==> config.mk <==
export PLATFORM = sky130hd
export DESIGN_NAME = uart_tx_arbiter_flat
export DESIGN_NICKNAME = d
export VERILOG_FILES = /design/src/rtl/uart_pkg.sv /design/src/rtl/uart_tx_arbiter_if.sv /design/src/rtl/rr_pick.sv /design/src/rtl/uart_tx_arbiter.sv /design/src/flat_wrapper.sv
export SDC_FILE = /design/constraint.sdc
export NUM_CORES = 1
export LEC_CHECK = 0
export BUFFER_PORTS_ARGS = -buffer_cell sky130_fd_sc_hd__buf_2
export CORE_MARGIN = 10
export CORE_UTILIZATION = 35
export CTS_CLUSTER_DIAMETER = 60
export CTS_CLUSTER_SIZE = 28
export DETAILED_ROUTE_END_ITERATION = 7
export PLACE_DENSITY = 0.7
export SYNTH_ARGS = -nofsm -noshare
export SYNTH_HDL_FRONTEND = slang
export SYNTH_SLANG_ARGS = --single-unit
==> constraint.sdc <==
create_clock -name clk -period 2.9 [get_ports clk]
set_clock_uncertainty 0.2 [all_clocks]
set_input_delay 0.58 -clock clk [delete_from_list [all_inputs] [get_ports clk]]
set_output_delay 0.58 -clock clk [all_outputs]
set_load 0.05 [all_outputs]
==> src/rtl/uart_pkg.sv <==
// Shared UART definitions: arbiter state encoding, default byte width and the
// parity-mode constants used by both the transmitter and the TX arbiter.
package uart_pkg;

  typedef enum logic [1:0] {
    StIdle = 2'd0,
    StSend = 2'd1,
    StBusy = 2'd2
  } arb_state_e;

  localparam int unsigned DATA_W_DEF = 8;

  // Parity mode select: even, odd, forced one, forced zero.
  localparam logic [1:0] E_P = 2'd0;
  localparam logic [1:0] O_P = 2'd1;
  localparam logic [1:0] P_1 = 2'd2;
  localparam logic [1:0] P_0 = 2'd3;

endpackage

==> src/rtl/uart_tx_arbiter_if.sv <==
// Requester/transmitter-side bundle of the shared UART TX arbiter.
// The slave modport is the arbiter; the master modport is its environment.
interface uart_tx_arbiter_if
  import uart_pkg::*;
#(
  parameter int unsigned NUM_REQ = 4,
  parameter int unsigned DATA_W  = DATA_W_DEF
);
  localparam int unsigned IdxW = (NUM_REQ > 1) ? $clog2(NUM_REQ) : 1;

  logic [NUM_REQ-1:0]        req;
  logic [NUM_REQ*DATA_W-1:0] req_data;
  logic [NUM_REQ-1:0]        ack;
  logic [NUM_REQ-1:0]        done;
  logic [DATA_W-1:0]         tx_data;
  logic                      tx_send;
  logic                      tx_busy;
  logic [IdxW-1:0]           owner;
  logic                      err;
  logic                      err_clr;

  modport master (
    output req, req_data, tx_busy, err_clr,
    input  ack, done, tx_data, tx_send, owner, err
  );

  modport slave (
    input  req, req_data, tx_busy, err_clr,
    output ack, done, tx_data, tx_send, owner, err
  );

endinterface

==> src/rtl/rr_pick.sv <==
// Round-robin picker: first set request at or above ptr_i, wrapping around.
// Purely combinational (rotate, find-first-set, unrotate).
module rr_pick #(
  parameter int unsigned NUM_REQ = 4,
  localparam int unsigned IdxW = (NUM_REQ > 1) ? $clog2(NUM_REQ) : 1
) (
  input  logic [NUM_REQ-1:0] req_i,
  input  logic [IdxW-1:0]    ptr_i,
  output logic               valid_o,
  output logic [IdxW-1:0]    idx_o
);
  localparam logic [IdxW:0] NumReqW = (IdxW+1)'(NUM_REQ);

  logic [2*NUM_REQ-1:0] dbl;
  logic [NUM_REQ-1:0]   rot;
  logic [IdxW-1:0]      off;
  logic [IdxW:0]        sum;

  always_comb begin
    dbl = {req_i, req_i} >> ptr_i;
    rot = dbl[NUM_REQ-1:0];
    off = '0;
    for (int i = NUM_REQ - 1; i >= 0; i--) begin
      if (rot[i]) off = IdxW'(i);
    end
    sum = {1'b0, ptr_i} + {1'b0, off};
    if (sum >= NumReqW) sum = sum - NumReqW;
    valid_o = |req_i;
    idx_o   = sum[IdxW-1:0];
  end

endmodule

==> src/rtl/uart_tx_arbiter.sv <==
// Shares one UART transmitter among NUM_REQ byte producers: round-robin grant,
// byte latch, send/busy tracking through one frame and per-owner completion.
module uart_tx_arbiter
  import uart_pkg::*;
#(
  parameter int unsigned NUM_REQ  = 4,
  parameter int unsigned DATA_W   = DATA_W_DEF,
  parameter int unsigned START_TO = 2048
) (
  input logic             clk,
  input logic             rst,
  uart_tx_arbiter_if.slave bus
);
  localparam int unsigned IdxW = (NUM_REQ > 1) ? $clog2(NUM_REQ) : 1;
  localparam int unsigned CntW = $clog2(START_TO + 1);
  localparam logic [CntW-1:0] CntMax = CntW'(START_TO - 1);

  arb_state_e         state_q, state_d;
  logic               tx_send_q, tx_send_d;
  logic [DATA_W-1:0]  tx_data_q, tx_data_d;
  logic [NUM_REQ-1:0] ack_q, ack_d;
  logic [NUM_REQ-1:0] done_q, done_d;
  logic [IdxW-1:0]    owner_q, owner_d;
  logic               err_q, err_d;
  logic [IdxW-1:0]    rr_ptr_q, rr_ptr_d;
  logic [CntW-1:0]    cnt_q, cnt_d;

  logic               pick_valid;
  logic [IdxW-1:0]    pick_idx;
  logic [IdxW-1:0]    next_ptr;
  logic               err_set;

  rr_pick #(
    .NUM_REQ(NUM_REQ)
  ) u_rr_pick (
    .req_i  (bus.req),
    .ptr_i  (rr_ptr_q),
    .valid_o(pick_valid),
    .idx_o  (pick_idx)
  );

  assign next_ptr = (owner_q == IdxW'(NUM_REQ - 1)) ? '0 : owner_q + 1'b1;

  always_comb begin
    state_d   = state_q;
    tx_send_d = tx_send_q;
    tx_data_d = tx_data_q;
    ack_d     = '0;
    done_d    = '0;
    owner_d   = owner_q;
    rr_ptr_d  = rr_ptr_q;
    cnt_d     = cnt_q;
    err_set   = 1'b0;
    unique case (state_q)
      StIdle: begin
        // A busy transmitter here is stale or stuck; hold off granting.
        if (!bus.tx_busy && pick_valid) begin
          tx_data_d       = bus.req_data[pick_idx*DATA_W +: DATA_W];
          ack_d[pick_idx] = 1'b1;
          tx_send_d       = 1'b1;
          owner_d         = pick_idx;
          cnt_d           = '0;
          state_d         = StSend;
        end
      end
      StSend: begin
        if (bus.tx_busy) begin
          tx_send_d = 1'b0;
          cnt_d     = '0;
          state_d   = StBusy;
        end else if (cnt_q == CntMax) begin
          tx_send_d = 1'b0;
          err_set   = 1'b1;
          rr_ptr_d  = next_ptr;
          state_d   = StIdle;
        end else begin
          cnt_d = cnt_q + 1'b1;
        end
      end
      StBusy: begin
        if (!bus.tx_busy) begin
          done_d[owner_q] = 1'b1;
          rr_ptr_d        = next_ptr;
          state_d         = StIdle;
        end
      end
      default: state_d = StIdle;
    endcase
    err_d = err_set | (err_q & ~bus.err_clr);
  end

  always_ff @(posedge clk) begin
    if (rst) begin
      state_q   <= StIdle;
      tx_send_q <= 1'b0;
      tx_data_q <= '0;
      ack_q     <= '0;
      done_q    <= '0;
      owner_q   <= '0;
      err_q     <= 1'b0;
      rr_ptr_q  <= '0;
      cnt_q     <= '0;
    end else begin
      state_q   <= state_d;
      tx_send_q <= tx_send_d;
      tx_data_q <= tx_data_d;
      ack_q     <= ack_d;
      done_q    <= done_d;
      owner_q   <= owner_d;
      err_q     <= err_d;
      rr_ptr_q  <= rr_ptr_d;
      cnt_q     <= cnt_d;
    end
  end

  assign bus.ack     = ack_q;
  assign bus.done    = done_q;
  assign bus.tx_data = tx_data_q;
  assign bus.tx_send = tx_send_q;
  assign bus.owner   = owner_q;
  assign bus.err     = err_q;

endmodule

==> src/flat_wrapper.sv <==
// flat-port wrapper written by rule: the top's interface ports become plain ports
module uart_tx_arbiter_flat import uart_pkg::*;
#(
  parameter int unsigned NUM_REQ  = 4,
  parameter int unsigned DATA_W   = DATA_W_DEF,
  parameter int unsigned START_TO = 2048
)
  (clk, rst, bus_req, bus_req_data, bus_tx_busy, bus_err_clr, bus_ack, bus_done, bus_tx_data, bus_tx_send, bus_owner, bus_err);
  uart_tx_arbiter_if #(.NUM_REQ(NUM_REQ), .DATA_W(DATA_W)) bus_i ();
  input logic clk;
  input logic rst;
  input wire logic [$bits(bus_i.req)-1:0] bus_req;
  input wire logic [$bits(bus_i.req_data)-1:0] bus_req_data;
  input wire logic [$bits(bus_i.tx_busy)-1:0] bus_tx_busy;
  input wire logic [$bits(bus_i.err_clr)-1:0] bus_err_clr;
  output wire logic [$bits(bus_i.ack)-1:0] bus_ack;
  output wire logic [$bits(bus_i.done)-1:0] bus_done;
  output wire logic [$bits(bus_i.tx_data)-1:0] bus_tx_data;
  output wire logic [$bits(bus_i.tx_send)-1:0] bus_tx_send;
  output wire logic [$bits(bus_i.owner)-1:0] bus_owner;
  output wire logic [$bits(bus_i.err)-1:0] bus_err;
  assign bus_i.req = bus_req;
  assign bus_i.req_data = bus_req_data;
  assign bus_i.tx_busy = bus_tx_busy;
  assign bus_i.err_clr = bus_err_clr;
  assign bus_ack = bus_i.ack;
  assign bus_done = bus_i.done;
  assign bus_tx_data = bus_i.tx_data;
  assign bus_tx_send = bus_i.tx_send;
  assign bus_owner = bus_i.owner;
  assign bus_err = bus_i.err;
  uart_tx_arbiter #(.NUM_REQ(NUM_REQ), .DATA_W(DATA_W), .START_TO(START_TO)) u_core (.clk(clk), .rst(rst), .bus(bus_i));
endmodule
# Yosys cells after proc, flatten, opt, wreduce, memory -nomap -nowiden
# Cells that the tools add are included.
# op_classes
add_sub_neg,4
n_mul,0
div,0
order_cmp,5
eq_ne,10
n_shift,2
muxes,30
bitwise,6
reduce_logical,15
# ops
operator,count
$mux 12,3
$shiftx 32x6->8,1
$mux 2,13
$pmux 12 s2,1
$add 12x1->12 const B,1
$eq 12x11->1 const B,1
$reduce_and 3->1,3
$mux 1,8
$shr 8x2->4,1
$lt 2x3->1 const B,2
$pmux 2 s3,1
$reduce_or 3->1,2
$demux 1 s2,2
$eq 2x2->1 const B,2
$ge 2x1->1 const B,2
$ne 2x1->1 const B,2
$ne 2x2->1 const B,2
$not 1->1,4
$pmux 2 s2,1
$reduce_and 4->1,1
$reduce_bool 2->1,2
$reduce_or 4->1,1
$add 2x2->3,1
$ge 3x3->1 const B,1
12 further kinds,14
# totals
regBits,36
latch_bits,0
mem_bits_rw,0
rom_bits,0
in_bits,40
output_inout_bits,20
word_cells,81
memories,0

# Logic depth before layout (Yosys ltp)
# Gate-level depths: netlist of run 1.
# depth
ltp_word,12
depth_mapped,12
mapped_depth_nobuf,10

# By module
# Synthesis of run 1 repeated with hierarchy kept, for this count alone.
# hier_totals
hier_cells,229
hier_area_um2,1979.4
# by_module_without_submodules
module,instances,cells_each,area_each_um2,seq_area_each_um2
uart_tx_arbiter,1,202,1800.5,720.7
rr_pick,1,27,178.9,0.0

# Worst setup path after synthesis of run 1
# OpenSTA, ideal clock, no wires.
# synth_timing
kind,input to register
from,input bus_req[2]
to,register u_core.tx_data_q[1] (netlist: u_core.bus.tx_data[1])
setup_time_ns,0.122
arrival_ns,2.667
required_time_ns,2.578
setup_slack_ns,-0.089
cell_stages,9
path_buffers,4
path_cell_list,buf_2 -> or4_1 -> o2111ai_1 -> ha_1 -> clkbuf_1 -> clkbuf_1 -> clkbuf_1 -> nand3_1 -> a221o_1
# synth_between
elab_chain_len,9
word_cells_on_any_way,13
classes_between,2 x add/sub; 1 x order compare; 2 x shift; 5 x mux; 3 x reduce/logical
# synth_lines
element,line_no,text
"start, declared",flat_wrapper.sv:12,input wire logic [$bits(bus_i.req)-1:0] bus_req;
$shr 8x2->4 (*),rr_pick.sv:20,"dbl = {req_i, req_i} >> ptr_i;"
$mux 2 (3 in a row),rr_pick.sv:24,if (rot[i]) off = IdxW'(i);
$mux 2 (*),rr_pick.sv:24,
$add 2x2->3 (*),rr_pick.sv:26,"sum = {1'b0, ptr_i} + {1'b0, off};"
$ge 3x3->1 / $sub 2x1->2 (equally long branches),rr_pick.sv:27,if (sum >= NumReqW) sum = sum - NumReqW;
$mux 2 (*),rr_pick.sv:27,
via u_core.pick_idx[0],uart_tx_arbiter.sv:29,logic [IdxW-1:0] pick_idx;
$shiftx 32x6->8 (*),uart_tx_arbiter.sv:58,tx_data_d = bus.req_data[pick_idx*DATA_W +: DATA_W];
"end signal, assigned",uart_tx_arbiter.sv:106,tx_data_q <= tx_data_d;
"end, declared",uart_tx_arbiter.sv:20,"logic [DATA_W-1:0] tx_data_q, tx_data_d;"
# The timed path passes the listed nets; every way through them passes the cells marked *.
# A chain may end at the register's enable or synchronous reset.

# Final worst setup path of run 1
# layout_timing
from,input bus_req[2]
to,register u_core.tx_data_q[6] (netlist: u_core.bus.tx_data[6])
# layout_between
elab_chain_len,9
word_cells_on_any_way,13
classes_between,2 x add/sub; 1 x order compare; 2 x shift; 5 x mux; 3 x reduce/logical
# layout_lines
element,line_no
$shr 8x2->4,rr_pick.sv:20
$mux 2 (4 in a row),rr_pick.sv:24
$add 2x2->3,rr_pick.sv:26
$ge 3x3->1 / $sub 2x1->2 (equally long branches),rr_pick.sv:27
$mux 2,rr_pick.sv:27
$shiftx 32x6->8,uart_tx_arbiter.sv:58
# Several ways; a longest one is shown, not always the timed one.

==> reports/metrics.cfg, run 1 <==
[setup_path]
critPathBufInv = 1
cp-start-kind = primary input
r2r_start = u_core.rr_ptr_q[0]
critPathMaxFanout = 8
end_kind = flip-flop
max_stage_delay_ns = 0.78
path_cells = buf_2, nor4_2, nor4_1, nand3_1, a31oi_1, a221o_1
arrival_ns = 2.55
required_ns = 2.94
critPathTopFamily = simple AND/OR/NAND/NOR gates
crit_type = in -> reg
reg2reg_depth = 7
crit_path_top_delay_cell = nor4_1
rrSetupSlack_ns = 0.43
r2r_end = u_core.bus.tx_data[6]

[die]
ios = 60
die_h_um = 101
die_area_um2 = 10200
core_area_um2 = 6350
initial_core_util_pct = 35.9
die_w_um = 101
num_rows = 29

[yosys]
ys.flop_type = dfxtp_1
synth_top_family_by_area = simple AND/OR/NAND/NOR gates
yosysSeqAreaShare_pct = 31.6
async_flop_share_pct = 0
yosysWarnings = 0
yosysTopAreaCell = dfxtp_1
yosysTopAreaCellShare_pct = 31.6
syn_avg_cell_area_um2 = 7.68
syn_area_um2 = 2280
synth_compound_area_share_pct = 28.2
synthMuxAreaShare_pct = 2.80
synthXorXnorAreaFrac_pct = 0.384
syn_nets = 343
ys_types = 47
synth_area_leaders = dfxtp_1 (32%), nand2_1 (6.7%), nand3_1 (6.1%), o21ai_0 (4.6%), ha_1 (3.3%)
synth_cells = 297
yosys.area_share.simple_pct = 28.3
ys_seq_elements = 36
synth-edff-count = 0
synth-adder-area-share_pct = 3.29

[cells_and_area]
antenna_cells = 0
finalNonFillerCells = 431
final_area_um2 = 2800
area_growth_pct = 22.8
layout-drive-gt1-share_pct = 25.4
fillers = 653
nets = 399

[clocking]
cts_setup_buffers = 0
cts_hold_buffers = 0
cts_made_buffers = 5
cts_buffer_depth = 2
cts-root-buf = clkbuf_8
cts.sinks = 36
clk_pin_slew_worst_paths_ns = 0.07
postCtsResizedCells = 0
clock_latency_ns = 0.29
tritoncts = done
htreeDepth = 2

[hold_path]
min_from = u_core.bus.tx_data[0]
hold_path_class = reg -> reg
hold_path_depth = 2
hold-path-endpoint = u_core.bus.tx_data[0]

[global_routing]
grt_usage_pct = 12.9
antenna_found_initial = 0
grt_pass1_wl_um = 11000
grt_max_degree = 27
grt_pass1_vias = 2361
grt_remaining_overflow = 0

[pwr]
peakVddDrop_uv = 238
p_per_area_nw_per_um2 = 437
power.total_mw = 1.22
p_leak_nw = 1.15

[timing]
min_period_over_period_pct = 86.3
fmax_mhz = 400
tightest_slew_ns = 1.02
setup_viol = 0
slew_viol_final = 0
finalHoldViolCount = 0
slew_headroom_pct = 31.5
fin_crit_ns = 2.50
rsz0062_at_grt = no
tns_ns = 0

[drt]
first_pass_iters = 4
drtAntennaViolNets = 0
avgRoutedWirePerCell_um = 15.2
routed_via_density = 5.66
drc = 0
first_iter_violations = 120
drt_wl_total_um = 6550
dr_total_vias = 2441

[flow_run]
maxCapViolations = 0

[placement]
place_inst = 423
gp_congestion = 0.827
io_buffers = 59
place_area_um2 = 2710
hpwl_um = 4950

[run_status]
status = complete, no violations

## stage by stage
stage | setup slack [ns] | utilization [%] | hold WS (ns)
2_1_floorplan | 0.0494 | - | 0.247
3_3_place_gp | 0.203 | 42.7 | 0.256
3_5_place_dp | 0.146 | 42.7 | 0.272
4_1_cts | 0.441 | 44.1 | 0.288
5_1_grt | 0.224 | 44.1 | 0.321
6_report | 0.398 | 44.1 | 0.281
## worst register-to-register path, stage by stage, from the launching register on
cell and delay (ns):
dfxtp_1 0.41, or4_1 0.55, o2111ai_1 0.11, ha_1 0.19
xnor2_1 0.19, nand3_1 0.32, a31oi_1 0.29, a221o_1 0.16
## state kept, by name, summed over array words and instances (netlist names)
name,cells
u_core.bus.owner,2
u_core.bus.tx_data,8
u_core.bus.tx_send,1
u_core.bus.done,4
u_core.rr_ptr_q,2
u_core.bus.err,1
u_core.state_q,2
u_core.cnt_q,12
u_core.bus.ack,4
## cells by family after synthesis
kind of cell / after synthesis
fa+ha+maj: 6
simple gates: 127
xor+xnor: 1
mux: 6
compound gates: 92
buf+inv: 29
flops: 36
## synth_stat cells (2+ instances only)
master,instances
a211oi_1,8
a21oi_1,11
a221o_1,7
a22oi_1,8
a31oi_1,8
and2_1,4
and3_1,2
buf_2,11
clkbuf_1,10
dfxtp_1,36
ha_1,6
inv_1,7
mux2_2,3
mux2i_1,3
nand2_1,41
nand2b_1,3
nand3_1,28
nand3b_1,3
nand4_1,4
nor2_1,13
nor3_1,6
nor4_1,5
o2111ai_1,2
o211ai_1,3
o21a_1,7
o21ai_0,21
o21ba_2,2
o31a_1,2
o31ai_1,6
or3_1,5
or4_1,6
## power by group
part / total, mW / switching (mW) / leakage [nW] / internal [mW]
clock network: 0.372 / 0.183 / 0.0510 / 0.190
logic: 0.319 / 0.204 / 0.811 / 0.115
registers: 0.533 / 0.0177 / 0.292 / 0.515
## cell usage in the layout, fill, tap and decap left out, drive strengths merged, types with 7 or more instances in the layout
| cell | netlist | final |
|---|---|---|
| a211oi | 9 | 9 |
| a21oi | 11 | 11 |
| a221o | 7 | 7 |
| a22oi | 8 | 8 |
| a31oi | 8 | 8 |
| buf | 12 | 71 |
| dfxtp | 36 | 36 |
| inv | 7 | 7 |
| nand2 | 41 | 41 |
| nand3 | 28 | 28 |
| nor2 | 13 | 13 |
| nor3 | 7 | 7 |
| o21a | 7 | 7 |
| o21ai | 21 | 21 |
## layer usage
| layer | up-vias | GRT usage (%) | wire (µm) |
|---|---|---|---|
| met5 | - | 0 | 0 |
| met4 | 0 | 4.46 | 106 |
| met2 | 82 | 20.0 | 3010 |
| met3 | 10 | 4.60 | 525 |
| met1 | 1127 | 16.2 | 2910 |
| li1 | 1222 | - | - |
## cell type report
| type | count | area, µm² | area share [%] |
|---|---|---|---|
| Multi-Input combinational cell | 232 | 1440 | 51.5 |
| Tap cell | 77 | 96.3 | 3.44 |
| Clock inverter | 2 | 10.0 | 0.357 |
| Clock buffer | 6 | 82.6 | 2.95 |
| Inverter | 7 | 26.3 | 0.937 |
| Timing Repair Buffer | 71 | 423 | 15.1 |
| Sequential cell | 36 | 721 | 25.7 |
## worst max path at each step
stage | start | end | slack (ns) | depth (start not counted)
2_1_floorplan | bus_req[2] | u_core.bus.tx_data[6] | 0.05 | 11
3_3_place_gp | bus_req[2] | u_core.bus.tx_data[1] | 0.20 | 8
3_5_place_dp | bus_req[2] | u_core.bus.tx_data[6] | 0.15 | 6
4_1_cts | u_core.rr_ptr_q[0] | u_core.bus.tx_data[7] | 0.44 | 9
5_1_grt | bus_req[3] | u_core.bus.tx_data[6] | 0.22 | 6
6_report | bus_req[2] | u_core.bus.tx_data[6] | 0.40 | 6
Note: power is estimated with default switching activity, not from simulation.
==> run 2: changes to the inputs <==
--- a/config.mk
+++ b/config.mk
@@ -9,8 +9,8 @@
 export CORE_MARGIN = 10
 export CORE_UTILIZATION = 35
 export CTS_CLUSTER_DIAMETER = 60
-export CTS_CLUSTER_SIZE = 28
 export DETAILED_ROUTE_END_ITERATION = 7
+export GPL_TIMING_DRIVEN = 0
 export PLACE_DENSITY = 0.7
 export SYNTH_ARGS = -nofsm -noshare
 export SYNTH_HDL_FRONTEND = slang
==> run 2 against run 1 <==
Register-to-register slack got worse by 0.30 ns. Non-clock buffer count rose by 7. Critical path depth rose by 4. Clock power rose by 5%. Critical endpoint unchanged. Final area fell by 1.3%. Cell count rose by 1.4%. Sequential share of layout area rose by 0.34 points. Sequential power fell by 0.9%. Count of clock-buffer cells in the layout rose by 1. Worst setup slack got worse by 0.27 ns. Power rose by 1.2%.
==> reports/metrics.cfg, run 2 (synthesis gave the netlist of run 1 again) <==
[placement]
place_inst = 431  ; +1.9%
gp_congestion = 0.934  ; +13%
hpwl_um = 5170  ; +4.4%
place_ws_ns = -0.371  ; -0.517 ns
io_buffers = 57  ; -3.4%

[pwr]
p_leak_nw = 1.14  ; -1.5%
p_per_area_nw_per_um2 = 448  ; +2.5%
peakVddDrop_uv = 257  ; +7.7%

[timing]
fmax_mhz = 361  ; -9.6%
setup_viol = 0  ; unchanged
fin_ws_ns = 0.133  ; -0.265 ns
tns_ns = 0  ; unchanged
slew_headroom_pct = 41.5  ; +10 points
slew_viol_final = 0  ; unchanged
min_period_over_period_pct = 95.4  ; +9.1 points
finalHoldViolCount = 0  ; unchanged
tightest_slew_ns = 0.869  ; -0.150 ns
fin_crit_ns = 2.77  ; +0.265 ns
rsz0062_at_grt = no

[cells_and_area]
fillers = 639  ; -2.1%
layout-drive-gt1-share_pct = 25.0  ; -0.42 points
multi_input_area_um2 = 1440  ; -0.17%
final_common_cell = buf_2
area_growth_pct = 21.2
nets = 406  ; +1.8%
ff_latch_area_um2 = 721  ; unchanged
regMostFlops = u_core.cnt_q
final_cell_mix = buf_2 (69), nand2_1 (41), dfxtp_1 (36)
finalNonFillerCells = 437  ; +1.4%
largest_register_ffs = 12  ; unchanged
antenna_cells = 0  ; unchanged

[clocking]
cts_hold_buffers = 0  ; unchanged
tritoncts = done
htreeDepth = 2  ; unchanged
cts.sinks = 36  ; unchanged
cts_made_buffers = 5  ; unchanged
clk_pin_slew_worst_paths_ns = 0.07  ; about the same
cts-root-buf = clkbuf_8
cts_buffer_depth = 2  ; unchanged
clock_latency_ns = 0.29  ; about the same

[global_routing]
grt_usage_pct = 13.3  ; +0.40 points
grt_pass1_wl_um = 11300  ; +2.7%
antenna_found_initial = 0  ; unchanged
grt_pass1_vias = 2400  ; +1.7%
grt_remaining_overflow = 0  ; unchanged
grt_max_degree = 11  ; -59%

[drt]
first_iter_violations = 141  ; +18%
dr_total_vias = 2497  ; +2.3%
avgRoutedWirePerCell_um = 15.6  ; +2.5%
drtAntennaViolNets = 0  ; unchanged
drc = 0  ; unchanged
first_pass_iters = 4  ; unchanged
routed_via_density = 5.71  ; +0.89%
drt_wl_total_um = 6800  ; +3.9%

[flow_run]
maxCapViolations = 0  ; unchanged

[setup_path]
crit_type = reg -> reg
cp-start-kind = flip-flop
end_kind = flip-flop
required_ns = 2.93  ; about the same
arrival_ns = 2.80  ; +0.25 ns
critPathMaxFanout = 10  ; +2

[die]
initial_core_util_pct = 35.9  ; unchanged
core_area_um2 = 6350  ; unchanged
die_area_um2 = 10200  ; unchanged
die_w_um = 101  ; unchanged
die_h_um = 101  ; unchanged
num_rows = 29  ; unchanged
ios = 60  ; unchanged

[hold_path]
hold_path_class = reg -> reg

[run_status]
status = complete, no violations

-- run 2: changes by cell type in the layout (fill, tap and decap cells not counted), moves of 2 or more --
cell | previous run | this run
buf_4 | 9 | 0
buf_2 | 59 | 69
buf_12 | 3 | 0
clkbuf_1 | 0 | 5
clkbuf_2 | 0 | 2
clkinv_2 | 2 | 0
-- run 2: metal layers --
layer  GRT usage (%)  part of all wire (%)
met4            5.65                   1.7
met2            20.4                    44
met1            16.1                    44
met5               0                     0
met3            5.42                    11
-- run 2: per-stage QoR --
stage | instance area [µm²] | total power, mW | hold slack, ns | util, %
after floorplan | 2290 | 0.758 | 0.247 | -
after global placement | 2670 | 0.851 | 0.253 | 42.0
after detailed placement | 2670 | 0.855 | 0.271 | 42.0
after CTS | 2760 | 1.24 | 0.283 | 43.5
after global routing | 2770 | 1.30 | 0.314 | 43.6
final | 2770 | 1.24 | 0.274 | 43.6
-- run 2: path summary, 6_finish.rpt --
kind                 startpoint               endpoint  slack [ns]  cells after the start
min              u_core.bus.err         u_core.bus.err        0.27                      2
max          u_core.rr_ptr_q[0]  u_core.bus.tx_data[6]        0.13                     10
min reg2reg      u_core.bus.err         u_core.bus.err        0.27                      2
max reg2reg  u_core.rr_ptr_q[0]  u_core.bus.tx_data[6]        0.13                     10
-- run 2: final cells by class --
cell class | count | area share (%)
Inverter | 7 | 0.950
Buffer | 21 | 3.62
Sequential cell | 36 | 26.1
Tap cell | 77 | 3.48
Multi-Input combinational cell | 232 | 52.1
Timing Repair Buffer | 57 | 10.3
Clock buffer | 7 | 3.48
-- run 2: power by group --
part | switching (mW) | total, mW | internal, mW
sequential | 0.0131 | 0.528 | 0.515
clock | 0.178 | 0.390 | 0.212
combinational | 0.213 | 0.320 | 0.107
-- run 2: worst max-delay path, cell delays in order, from the launching register on --
cell,delay (ns)
dfxtp_1,0.32
buf_2,0.17
or4_1,0.52
o2111ai_1,0.12
ha_2,0.39
inv_1,0.16
buf_2,0.24
nand2_1,0.07
a211oi_1,0.24
o21a_1,0.16
a221o_1,0.10
-- run 2: what timing repair did --
| action | CTS | global route |
|---|---|---|
| pin swaps | 0 | 0 |
| buffers inserted | 0 | 0 |
| endpoints found under the setup margin | 7 | 8 |
| hold endpoints to repair | 0 | 0 |
| gates resized for setup | 1 | 4 |
==> run 3: changes to the inputs <==
--- a/config.mk
+++ b/config.mk
@@ -7,11 +7,11 @@
 export LEC_CHECK = 0
 export BUFFER_PORTS_ARGS = -buffer_cell sky130_fd_sc_hd__buf_2
 export CORE_MARGIN = 10
-export CORE_UTILIZATION = 35
+export CORE_UTILIZATION = 48
 export CTS_CLUSTER_DIAMETER = 60
 export DETAILED_ROUTE_END_ITERATION = 7
 export GPL_TIMING_DRIVEN = 0
-export PLACE_DENSITY = 0.7
+export PLACE_DENSITY = 0.88
 export SYNTH_ARGS = -nofsm -noshare
 export SYNTH_HDL_FRONTEND = slang
 export SYNTH_SLANG_ARGS = --single-unit
==> run 3 against run 2 <==
Wire length rose by 2.4%. Combinational power rose by 2%. Utilization rose by 15 points. Count of clock-buffer cells in the layout fell by 1. Flip-flop and latch count did not move. Clock power fell by 13%. Critical path depth fell by 2. Fmax fell by 1.5%. Final area fell by 1.7%. Via count rose by 3.4%. Power fell by 3.8%. Largest power group unchanged. Highest routed layer unchanged.
==> reports/metrics.cfg, run 3 (synthesis gave the netlist of run 1 again) <==
[clocking]
tritoncts = done
cts_setup_buffers = 0  ; unchanged
clock_latency_ns = 0.28  ; about the same
htreeDepth = 2  ; unchanged
cts_made_buffers = 5  ; unchanged
cts-root-buf = clkbuf_8
cts_buffer_depth = 2  ; unchanged
cts.sinks = 36  ; unchanged
clk_pin_slew_worst_paths_ns = 0.07  ; about the same

[setup_path]
cpMostUsedCell = buf_2
crit_type = reg -> reg
rrSetupSlack_ns = 0.09  ; -0.04 ns
r2r_end = u_core.bus.tx_data[7]
max_stage_delay_ns = 0.53  ; about the same
arrival_ns = 2.78  ; -0.02 ns
critPathBufInv = 3  ; unchanged
crit_path_top_delay_cell = or4_1
r2r_start = u_core.rr_ptr_q[0]
required_ns = 2.87  ; -0.06 ns
reg2reg_depth = 8  ; -2
critPathTopFamily = buffers and inverters
path_cells = buf_2, or4_1, o2111ai_1, ha_2, buf_2, buf_2, nand3_1, a221o_1
critPathMaxFanout = 10  ; unchanged
cp-start-kind = flip-flop
end_kind = flip-flop

[drt]
routed_via_density = 6.24  ; +9.2%
first_pass_iters = 5  ; +1
drc = 0  ; unchanged
avgRoutedWirePerCell_um = 16.8  ; +8.1%
drtAntennaViolNets = 0  ; unchanged
drt_wl_total_um = 6960  ; +2.4%
first_iter_violations = 217  ; +54%
dr_total_vias = 2583  ; +3.4%

[cells_and_area]
final_common_cell = buf_2
antenna_cells = 0  ; unchanged
largest_register_ffs = 12  ; unchanged
area_growth_pct = 19.1
fillers = 432  ; -32%
ff_latch_area_um2 = 721  ; unchanged
multi_input_area_um2 = 1440  ; unchanged
layout-drive-gt1-share_pct = 24.7  ; -0.28 points
nets = 406  ; unchanged
regMostFlops = u_core.cnt_q
final_cell_mix = buf_2 (70), nand2_1 (41), dfxtp_1 (36)

[timing]
finalHoldViolCount = 0  ; unchanged
fin_crit_ns = 2.81  ; +0.0411 ns
rsz0062_at_grt = no
min_period_over_period_pct = 96.8  ; +1.4 points
tightest_slew_ns = 0.940  ; +0.0712 ns
holdWs_ns = 0.270  ; -0.00430 ns
fmax_mhz = 356  ; -1.5%
slew_headroom_pct = 36.7  ; -4.8 points
setup_viol = 0  ; unchanged
slew_viol_final = 0  ; unchanged

[pwr]
peakVddDrop_uv = 209  ; -19%
p_per_area_nw_per_um2 = 438  ; -2.1%
p_leak_nw = 1.13  ; -0.76%
power.total_mw = 1.19  ; -3.8%

[die]
core_area_um2 = 4660  ; -27%
die_h_um = 89.0  ; -12%
ios = 60  ; unchanged
initial_core_util_pct = 49.0  ; +13 points
num_rows = 25  ; -14%
die_w_um = 89.0  ; -12%
die_area_um2 = 7910  ; -22%

[hold_path]
min_from = u_core.bus.err
hold_path_class = reg -> reg
hold-path-endpoint = u_core.bus.err
hold_path_depth = 2  ; unchanged

[global_routing]
grt_remaining_overflow = 0  ; unchanged
grt_usage_pct = 17.7  ; +4.3 points
antenna_found_initial = 0  ; unchanged
grt_max_degree = 11  ; unchanged
grt_pass1_wl_um = 11400  ; +1.2%
grt_pass1_vias = 2486  ; +3.6%

[run_status]
status = complete, no violations

[flow_run]
maxCapViolations = 0  ; unchanged

[placement]
gp_congestion = 0.932  ; -0.21%
hpwl_um = 5080  ; -1.7%
io_buffers = 57  ; unchanged

run 3: cell types whose count changed in the layout (fill, tap and decap cells not counted), sizes merged:
cell    before  now
clkbuf      15   13
clkinv       0    1
buf         70   71
run 3: cell type report:
cell class              instances  share of cell area [%]
clock inverters                 1                   0.184
flip-flops and latches         36                    26.5
plain buffers                  21                    3.68
inverters                       7                   0.966
clock buffers                   6                    2.67
multi-input cells             232                    53.0
repair buffers                 57                    10.5
well taps                      54                    2.49
run 3: repair_timing:
action / 4_1_cts / 5_1_grt
cloned: 0 / 0
gates resized for setup: 1 / 5
hold endpoints to repair: 0 / 0
endpoints found under the setup margin: 7 / 8
hold buffers: 0 / 0
run 3: worst max path at each step:
stage,start,endpoint,cells past startpoint
after global placement,bus_req[3],u_core.bus.tx_data[3],10
after CTS,u_core.rr_ptr_q[0],u_core.bus.tx_data[7],8
final,u_core.rr_ptr_q[0],u_core.bus.tx_data[7],8
after detailed placement,bus_req[2],u_core.bus.tx_data[3],9
after floorplan,bus_req[2],u_core.bus.tx_data[6],11
after global routing,u_core.rr_ptr_q[0],u_core.bus.tx_data[4],10
run 3: routing by layer:
layer	routed length, µm	track usage [%]
met1	2850	20.9
met3	756	6.20
met5	0	0
met4	87	6.07
met2	3270	28.9
run 3: report_power, final:
group / total (mW) / switching (mW) / internal [mW]
Sequential: 0.528 / 0.0126 / 0.515
Clock: 0.338 / 0.174 / 0.163
Combinational: 0.326 / 0.219 / 0.107
Total: 1.19 / 0.406 / 0.785
run 3: tightest hold or removal path: cells and delay by family (launching register included):
kind / cells / cell delay (ns)
and+or+nand+nor: 1 / 0.07
AOI/OAI and AO/OA: 1 / 0.05
DFF: 1 / 0.31
run 3: per-stage QoR:
| stage | setup WS (ns) | setup TNS (ns) | util [%] | cells | cell area, µm² |
|---|---|---|---|---|---|
| after floorplan | 0.0494 | 0 | - | 297 | 2290 |
| after global placement | -0.304 | -2.22 | 56.6 | 408 | 2640 |
| after detailed placement | -0.358 | -2.97 | 56.6 | 408 | 2640 |
| after CTS | 0.0115 | 0 | 58.2 | 414 | 2710 |
| after global routing | 0.00277 | 0 | 58.3 | 414 | 2720 |
| final | 0.0919 | 0 | 58.3 | 414 | 2720 |
